==> src/rtl/mem_ctrl.sv <==
// mem_ctrl: arbitrates fetch (port 0) vs load/store (port 1) onto a byte-wide sync RAM, little-endian reassembly.
// Latency: read of N bytes done in cycle N+2 after accept, write in cycle N+1; misaligned (MEM_CTRL_MISALIGN_CHK_EN) in cycle 1.
// Backpressure: level requests held until done_o; port 1 wins; if_flush aborts a port-0 read via a one-cycle DRAIN.
module mem_ctrl #(
    parameter int ADDR_W = 32,
    parameter int DATA_W = 32
) (
    input  logic              clk,
    input  logic              rst_n,
    input  logic              if_re,
    input  logic [ADDR_W-1:0] if_addr,
    input  logic              if_flush,
    input  logic              ls_re,
    input  logic              ls_we,
    input  logic [ADDR_W-1:0] ls_addr,
    input  logic [1:0]        ls_width,
    input  logic [DATA_W-1:0] ls_wdata,
    output logic [ADDR_W-1:0] ram_addr,
    output logic              ram_we,
    output logic [7:0]        ram_wdata,
    input  logic [7:0]        ram_rdata,
    output logic [DATA_W-1:0] rdata_o,
    output logic [1:0]        busy_o,
    output logic [1:0]        done_o,
    output logic              err_o
);

    typedef enum logic [1:0] {
        IDLE  = 2'd0,
        READ  = 2'd1,
        WRITE = 2'd2,
        DRAIN = 2'd3
    } state_t;

    state_t            state, next_state;
    logic [ADDR_W-1:0] base;
    logic [DATA_W-1:0] wbuf;
    logic [DATA_W-1:0] asm_q;
    logic [DATA_W-1:0] asm_next;
    logic [2:0]        nbytes;
    logic [2:0]        cnt;
    logic              port;

    logic              req_any;
    logic              acc_port;
    logic              acc_write;
    logic [ADDR_W-1:0] acc_addr;
    logic [2:0]        acc_n;
    logic              misalign;
    logic              flush_hit;
    logic              issue_more;
    logic              rd_last;
    logic [ADDR_W-1:0] next_addr;
    logic [1:0]        cap_idx;

    always_comb begin
        req_any   = if_re | ls_re | ls_we;
        acc_port  = ls_re | ls_we;
        acc_write = ls_we;
        acc_addr  = acc_port ? ls_addr : if_addr;
        acc_n     = 3'd4;
        if (acc_port) begin
            case (ls_width)
                2'd0:    acc_n = 3'd1;
                2'd1:    acc_n = 3'd2;
                default: acc_n = 3'd4;
            endcase
        end
        misalign = 1'b0;
`ifdef MEM_CTRL_MISALIGN_CHK_EN
        misalign = ((acc_n == 3'd2) && acc_addr[0]) ||
                   ((acc_n == 3'd4) && (acc_addr[1:0] != 2'b00));
`endif
        flush_hit  = (state == READ) && !port && if_flush;
        issue_more = (cnt < (nbytes - 3'd1));
        rd_last    = (cnt == nbytes);
        next_addr  = base + ADDR_W'(cnt) + ADDR_W'(1);
        // cnt runs one ahead of the byte being captured because the RAM is synchronous
        cap_idx    = 2'(cnt - 3'd1);
        asm_next   = asm_q;
        asm_next[{cap_idx, 3'b000} +: 8] = ram_rdata;

        next_state = state;
        case (state)
            IDLE:    if (req_any && !misalign) next_state = acc_write ? WRITE : READ;
            READ:    if (flush_hit) next_state = DRAIN;
                     else if (rd_last) next_state = IDLE;
            WRITE:   if (!issue_more) next_state = IDLE;
            DRAIN:   next_state = IDLE;
            default: next_state = IDLE;
        endcase
    end

    always_ff @(posedge clk or negedge rst_n) begin
        if (!rst_n) state <= IDLE;
        else        state <= next_state;
    end

    always_ff @(posedge clk or negedge rst_n) begin
        if (!rst_n) begin
            base      <= '0;
            wbuf      <= '0;
            asm_q     <= '0;
            nbytes    <= '0;
            cnt       <= '0;
            port      <= 1'b0;
            ram_addr  <= '0;
            ram_we    <= 1'b0;
            ram_wdata <= '0;
            rdata_o   <= '0;
            busy_o    <= 2'b00;
            done_o    <= 2'b00;
        end else begin
            done_o <= 2'b00;
            case (state)
                IDLE: begin
                    if (req_any) begin
                        if (misalign) begin
                            done_o <= acc_port ? 2'b10 : 2'b01;
                        end else begin
                            base      <= acc_addr;
                            nbytes    <= acc_n;
                            port      <= acc_port;
                            cnt       <= '0;
                            asm_q     <= '0;
                            wbuf      <= ls_wdata;
                            ram_addr  <= acc_addr;
                            ram_we    <= acc_write;
                            ram_wdata <= ls_wdata[7:0];
                            busy_o    <= acc_port ? 2'b10 : 2'b01;
                        end
                    end
                end
                READ: begin
                    if (!flush_hit) begin
                        cnt <= cnt + 3'd1;
                        if (issue_more)  ram_addr <= next_addr;
                        if (cnt != 3'd0) asm_q    <= asm_next;
                        if (rd_last) begin
                            rdata_o <= asm_next;
                            done_o  <= port ? 2'b10 : 2'b01;
                            busy_o  <= 2'b00;
                        end
                    end
                end
                WRITE: begin
                    if (issue_more) begin
                        cnt       <= cnt + 3'd1;
                        ram_addr  <= next_addr;
                        ram_wdata <= wbuf[15:8];
                        wbuf      <= wbuf >> 8;
                    end else begin
                        ram_we <= 1'b0;
                        done_o <= port ? 2'b10 : 2'b01;
                        busy_o <= 2'b00;
                    end
                end
                DRAIN:   busy_o <= 2'b00;
                default: ;
            endcase
        end
    end

`ifdef MEM_CTRL_MISALIGN_CHK_EN
    logic err_q;
    always_ff @(posedge clk or negedge rst_n) begin
        if (!rst_n) err_q <= 1'b0;
        else        err_q <= (state == IDLE) && req_any && misalign;
    end
    assign err_o = err_q;
`else
    assign err_o = 1'b0;
`endif

endmodule

==> config.mk <==
export PLATFORM = sky130hd
export DESIGN_NAME = mem_ctrl
export DESIGN_NICKNAME = d
export VERILOG_FILES = /design/src/rtl/mem_ctrl.sv
export SDC_FILE = /design/constraint.sdc
export NUM_CORES = 1
export LEC_CHECK = 0
export BUFFER_PORTS_ARGS = -buffer_cell sky130_fd_sc_hd__buf_2
export CAP_MARGIN = 30
export CORE_ASPECT_RATIO = 0.75
export CORE_MARGIN = 4
export CORE_UTILIZATION = 46
export DETAILED_ROUTE_END_ITERATION = 6
export GPL_ROUTABILITY_DRIVEN = 1
export GPL_TIMING_DRIVEN = 1
export PLACE_DENSITY_LB_ADDON = 0.08
export SLEW_MARGIN = 20
export SYNTH_ARGS = -nofsm -noshare
export SYNTH_HDL_FRONTEND = slang
export SYNTH_SLANG_ARGS = --single-unit
==> constraint.sdc <==
create_clock -name clk -period 3.17 [get_ports clk]
set_clock_uncertainty 0.2 [all_clocks]
set_input_delay 0.634 -clock clk [delete_from_list [all_inputs] [get_ports clk]]
set_output_delay 0.634 -clock clk [all_outputs]
set_load 0.05 [all_outputs]
# Yosys cells after proc, flatten, opt, wreduce, memory -nomap -nowiden
# Cells that the tools add are included.
[classes] n_addsub=6 n_lt_le_gt_ge=1 n_eq_ne=12 n_shift=2 n_mux=40 bitwise=4 reduce_logical=18
[ops] op="$mux W32" n=9
[ops] op="$pmux W32 S2" n=2
[ops] op="$pmux W32 S3" n=1
[ops] op="$add A32 B1 Y32 const B" n=1
[ops] op="$add A32 B3 Y32" n=1
[ops] op="$bwmux W32" n=1
[ops] op="$shift A8 B7 Y32 const A" n=1
[ops] op="$shiftx A8 B7 Y32" n=1
[ops] op="$mux W2" n=12
[ops] op="$mux W8" n=2
[ops] op="$pmux W2 S4" n=2
[ops] op="$pmux W8 S2" n=1
[ops] op="$reduce_and A3 Y1" n=5
[ops] op="$mux W3" n=4
[ops] op="$reduce_and A4 Y1" n=3
[ops] op="$ne A2 B2 Y1 const B" n=5
[ops] op="$pmux W3 S3" n=1
[ops] op="$neg A5 Y7" n=1
[ops] op="$pmux W3 S2" n=1
[ops] op="$reduce_bool A3 Y1" n=2
[ops] op="$eq A2 B1 Y1 const B" n=2
[ops] op="$eq A2 B2 Y1 const B" n=2
[ops] op="$logic_not A2 Y1" n=2
[ops] op="$pmux W2 S2" n=1
[ops] op="other kinds (15)" n=20
[totals] regBits=182 inputBits=112 output_inout_bits=78 word_cells=96

# Depth between registers and ports, before layout
[logic_depth] word_depth=7 mapped_depth=12 mapped_depth_nobuf=9

# Least setup slack after synthesis
# OpenSTA, ideal clock, no wires.
[synth_timing] path_kind="flip-flop to flip-flop" startpoint="reg nbytes[1]" endpoint="reg ram_addr[12]" setup_time_ps=126 t_arrival_ps=2283 required_time_ps=2844 setup_slack_ps=561 stages_incl_launch_ff=11 n_path_buf=2 cell_sequence="dfrtp_1 inv_1 ha_1 xnor2_1 ha_1 a21oi_1 o21ai_0 a211o_1 clkbuf_8 clkbuf_1 a221o_1"
[synth_between] elab_chain_len=5
[synth_lines] element="start: declaration" line_no="40" rtl="logic [2:0] nbytes;"
[synth_lines] element="start signal: assignment" line_no="122" rtl="nbytes <= acc_n;"
[synth_lines] element="$sub A3 B1 Y3 (*)" line_no="75" rtl="issue_more = (cnt < (nbytes - 3'd1));"
[synth_lines] element="$lt A3 B3 Y1 (*)" line_no="75"
[synth_lines] element="$mux W32 (*)"
[synth_lines] element="$mux W32"
[synth_lines] element="$pmux W32 S3 (*)"
[synth_lines] element="end signal: assignment" line_no="127" rtl="ram_addr <= acc_addr;"
[synth_lines] element="end signal: assignment" line_no="137" rtl="if (issue_more) ram_addr <= next_addr;"
[synth_lines] element="end signal: assignment" line_no="149" rtl="ram_addr <= next_addr;"
[synth_lines] element="end: declaration" line_no="18" rtl="output logic [ADDR_W-1:0] ram_addr,"
# Mark *: on every way between the ends. The rest lies on a longest branch, timed or not. The select of a mux whose other input is x is not followed.
# A chain may end at the register's enable or synchronous reset.

# Worst setup path after layout
[layout_timing] startpoint="reg nbytes[1]" endpoint="reg ram_addr[15]"
# The elaborated chain is that of the path after synthesis.

==> flow_summary.toml <==
[power_and_ir_drop]
ir_drop_mv = 0.7264
leakage_nw = 5.293
power_density_nw_per_um2 = 1165

[timing]
hold_violations = 0
timing.hold.ws_ns = 0.2061
rsz0062_at_grt = "no"
period_minus_slack_ns = 2.749
slew_headroom_pct = 51.40
tightest_slew_ns = 0.7223
max_freq_mhz = 363.7
finalMaxSlewViolations = 0
period_share_pct = 86.73
setup_viol = 0
tns_ns = 0

[final_layout]
syn_to_final_growth_pct = 20.04
fin_area_um2 = 10900
drive_above_1_share_pct = 24.75
nets = 1213
stdcell_count = 1349
fill_cells = 1801

[setup_path]
cp_max_fo = 60
path_delay_family = "compound AO/OA/AOI/OAI gates"
crit_top_cell = "ha_1"
critical_path_class = "register to register"
arrival_ns = 2.91
cp-end-kind = "register"
worstSetupStartpointType = "register"
worstPathRequired_ns = 3.33
max_stage_delay_ns = 0.42
cp.buffers_inverters = 2
worstPathCellList = "inv_1, ha_1, xnor2_1, ha_1, a21oi_1, o21ai_0, a211o_2, buf_12, a221oi_1, a32o_1"
worst_path_max_delay_cell = "a211o_2"

[synthesis]
synthAdderAreaFrac_pct = 2.700
yosys.area_share.xor_xnor_pct = 2.700
synth_async_sr_flop_share_pct = 100.0
synth-simple-area-share_pct = 15.01
synth.area.mux_share_pct = 7.397
yosysSeqAreaShare_pct = 47.93
synth_edf_count = 0
synth.area.top_cells = "dfrtp_1 48%, mux2i_1 6.3%, a21oi_1 5.5%"
synth_cells = 923
synth_top_area_share_pct = 47.93
syn_avg_cell_area_um2 = 9.842
syn_area_um2 = 9084
synth_compound_area_share_pct = 18.75
yosysUniqueCellTypes = 61
yosys_warnings = 0
ys_top_cells_by_count = "174 x dfrtp_1, 100 x a21oi_1, 71 x nor2_1, 67 x nand2_1, 60 x o21ai_0"
yosysTopAreaCell = "dfrtp_1"
syn_nets = 1054
ys.flop_type = "dfrtp_1"
synth_top_family_by_area = "compound AO/OA/AOI/OAI gates"
synth_most_common_cell = "dfrtp_1"
ys_ff_latch = 174

[clocking]
clk_latency_ns = 0.42
clk_path_buf_depth = 2
path_clk_slew_ns = 0.07
clock-sinks = 174
cts_setup_buffers = 0
cts_tree = "done"
cts_buffers = 17
cts_max_level = 4
cts_root_buf = "clkbuf_16"

[die]
die_y_um = 129.7
design.portCount = 190
fp.dieArea_um2 = 22080
num_rows = 44
core_um2 = 19380
die_w_um = 170.3
initial_core_util_pct = 46.87

[grt]
antenna_found_initial = 2
grt-ovfl-total = 0
grt_pass1_vias = 6963
grt_pass1_wl_mm = 37.00
grt_max_degree = 65
grtUsageTotal_pct = 20.98

[routing]
first_pass_iters = 5
route.detailed.drc = 0
num_vias = 7258
postRouteAntennaNets = 0
vias_per_cell = 5.380
wl_per_cell_um = 17.11
drt_iter0_drc = 472
wl_mm = 23.08

[min_path]
min_path_type = "input port to register"

[job]
maxCapViolations = 0

[placed_design]
dp_hpwl_mm = 16.54
placed_area_um2 = 10240
place.gp.congestion = 0.8078
dp.cells = 1315
portBuffers = 188

[outcome]
outcome = "finished, final reports clean"
timing repair:
action	in CTS	in global routing
hold buffers	1	0
hold endpoints to repair	47	0
endpoints found under the setup margin	0	18
gates resized for setup	0	1
layer usage:
layer / vias to the layer above / GRT usage, % / part of all wire, %
li1: 3576 / - / -
met1: 3472 / 32.04 / 49
met2: 184 / 30.13 / 43
met3: 22 / 5.118 / 7.0
met4: 4 / 5.070 / 0.91
met5: - / 0 / 0.095
path summary, 6_finish.rpt:
| check | startpoint | endpoint | slack (ns) | depth (start not counted) |
|---|---|---|---|---|
| worst max-delay path | nbytes[1] | ram_addr[15] | 0.42 | 10 |
| worst min-delay path | ls_width[1] | nbytes[0] | 0.21 | 2 |
| worst max register to register | nbytes[1] | ram_addr[15] | 0.42 | 10 |
| worst min register to register | port | done_o[0] | 0.25 | 1 |
| max in group asynchronous | rst_n | asm_q[18] | 1.45 | 3 |
| min in group asynchronous | rst_n | base[17] | 0.51 | 2 |
worst register-to-register path, delay by kind of cell, from the launching register on:
kind                       cells  cell delay, ns
adders and majority gates      2            0.44
buffers and inverters          2            0.25
DFF                            1            0.38
xor gates and xnor gates       1            0.17
AOI/OAI and AO/OA              5            1.27
state kept, by name, indices dropped and copies added, names as in the netlist, 2 cells and up:
| register | cells |
|---|---|
| done_o | 2 |
| wbuf | 25 |
| rdata_o | 32 |
| ram_addr | 32 |
| busy_o | 2 |
| state | 2 |
| cnt | 3 |
| ram_wdata | 7 |
| base | 32 |
| asm_q | 32 |
| nbytes | 3 |
power breakdown:
part	switching (mW)	internal (mW)	total (mW)
sequential	0.647	3.19	3.83
clock	0.883	1.41	2.29
combinational	4.48	2.10	6.57
total	6.01	6.69	12.7
layout by cell type, fill, tap and decap left out, types with 5 or more instances in the layout:
cell,instances
nor2_1,69
xor2_1,11
nand2_1,67
buf_2,187
mux2_2,9
nand2b_1,5
a21o_1,33
a22o_1,36
nor2b_1,36
buf_4,21
inv_1,27
xnor2_1,17
nand4_1,7
mux2i_1,57
a221o_1,18
clkbuf_16,17
a21oi_1,100
nand3_1,10
ha_1,17
o21ai_0,59
nand3b_1,10
nor3_1,27
nor4_1,6
dfrtp_1,174
layout make-up:
type | count | area, um^2 | share of cell area [%]
Sequential cell | 174 | 4354 | 39.93
Multi-Input combinational cell | 647 | 4285 | 39.30
Timing Repair Buffer | 214 | 1195 | 10.96
Clock buffer | 24 | 491.7 | 4.509
Tap cell | 253 | 316.6 | 2.903
Clock inverter | 8 | 153.9 | 1.411
Inverter | 28 | 105.1 | 0.9639
Antenna cell | 1 | 2.502 | 0.02295
kinds of logic after synthesis:
kind of cell	count (synthesis)
AO/OA/AOI/OAI	267
AND/OR/NAND/NOR	266
flip-flops	174
buffers and inverters	102
multiplexers	66
XOR/XNOR	28
adder cells (fa/ha/maj)	19
other	1
metrics by stage:
step	power [mW]	setup WS, ns	util [%]
after global placement	10.38	0.2065	52.85
after global routing	13.61	0.1911	56.26
after detailed placement	10.48	0.1402	52.85
after CTS	12.82	0.1347	56.23
final	12.70	0.4208	56.27
after floorplan	8.903	0.5606	-
No activity file was read; power rests on OpenSTA's default activity.
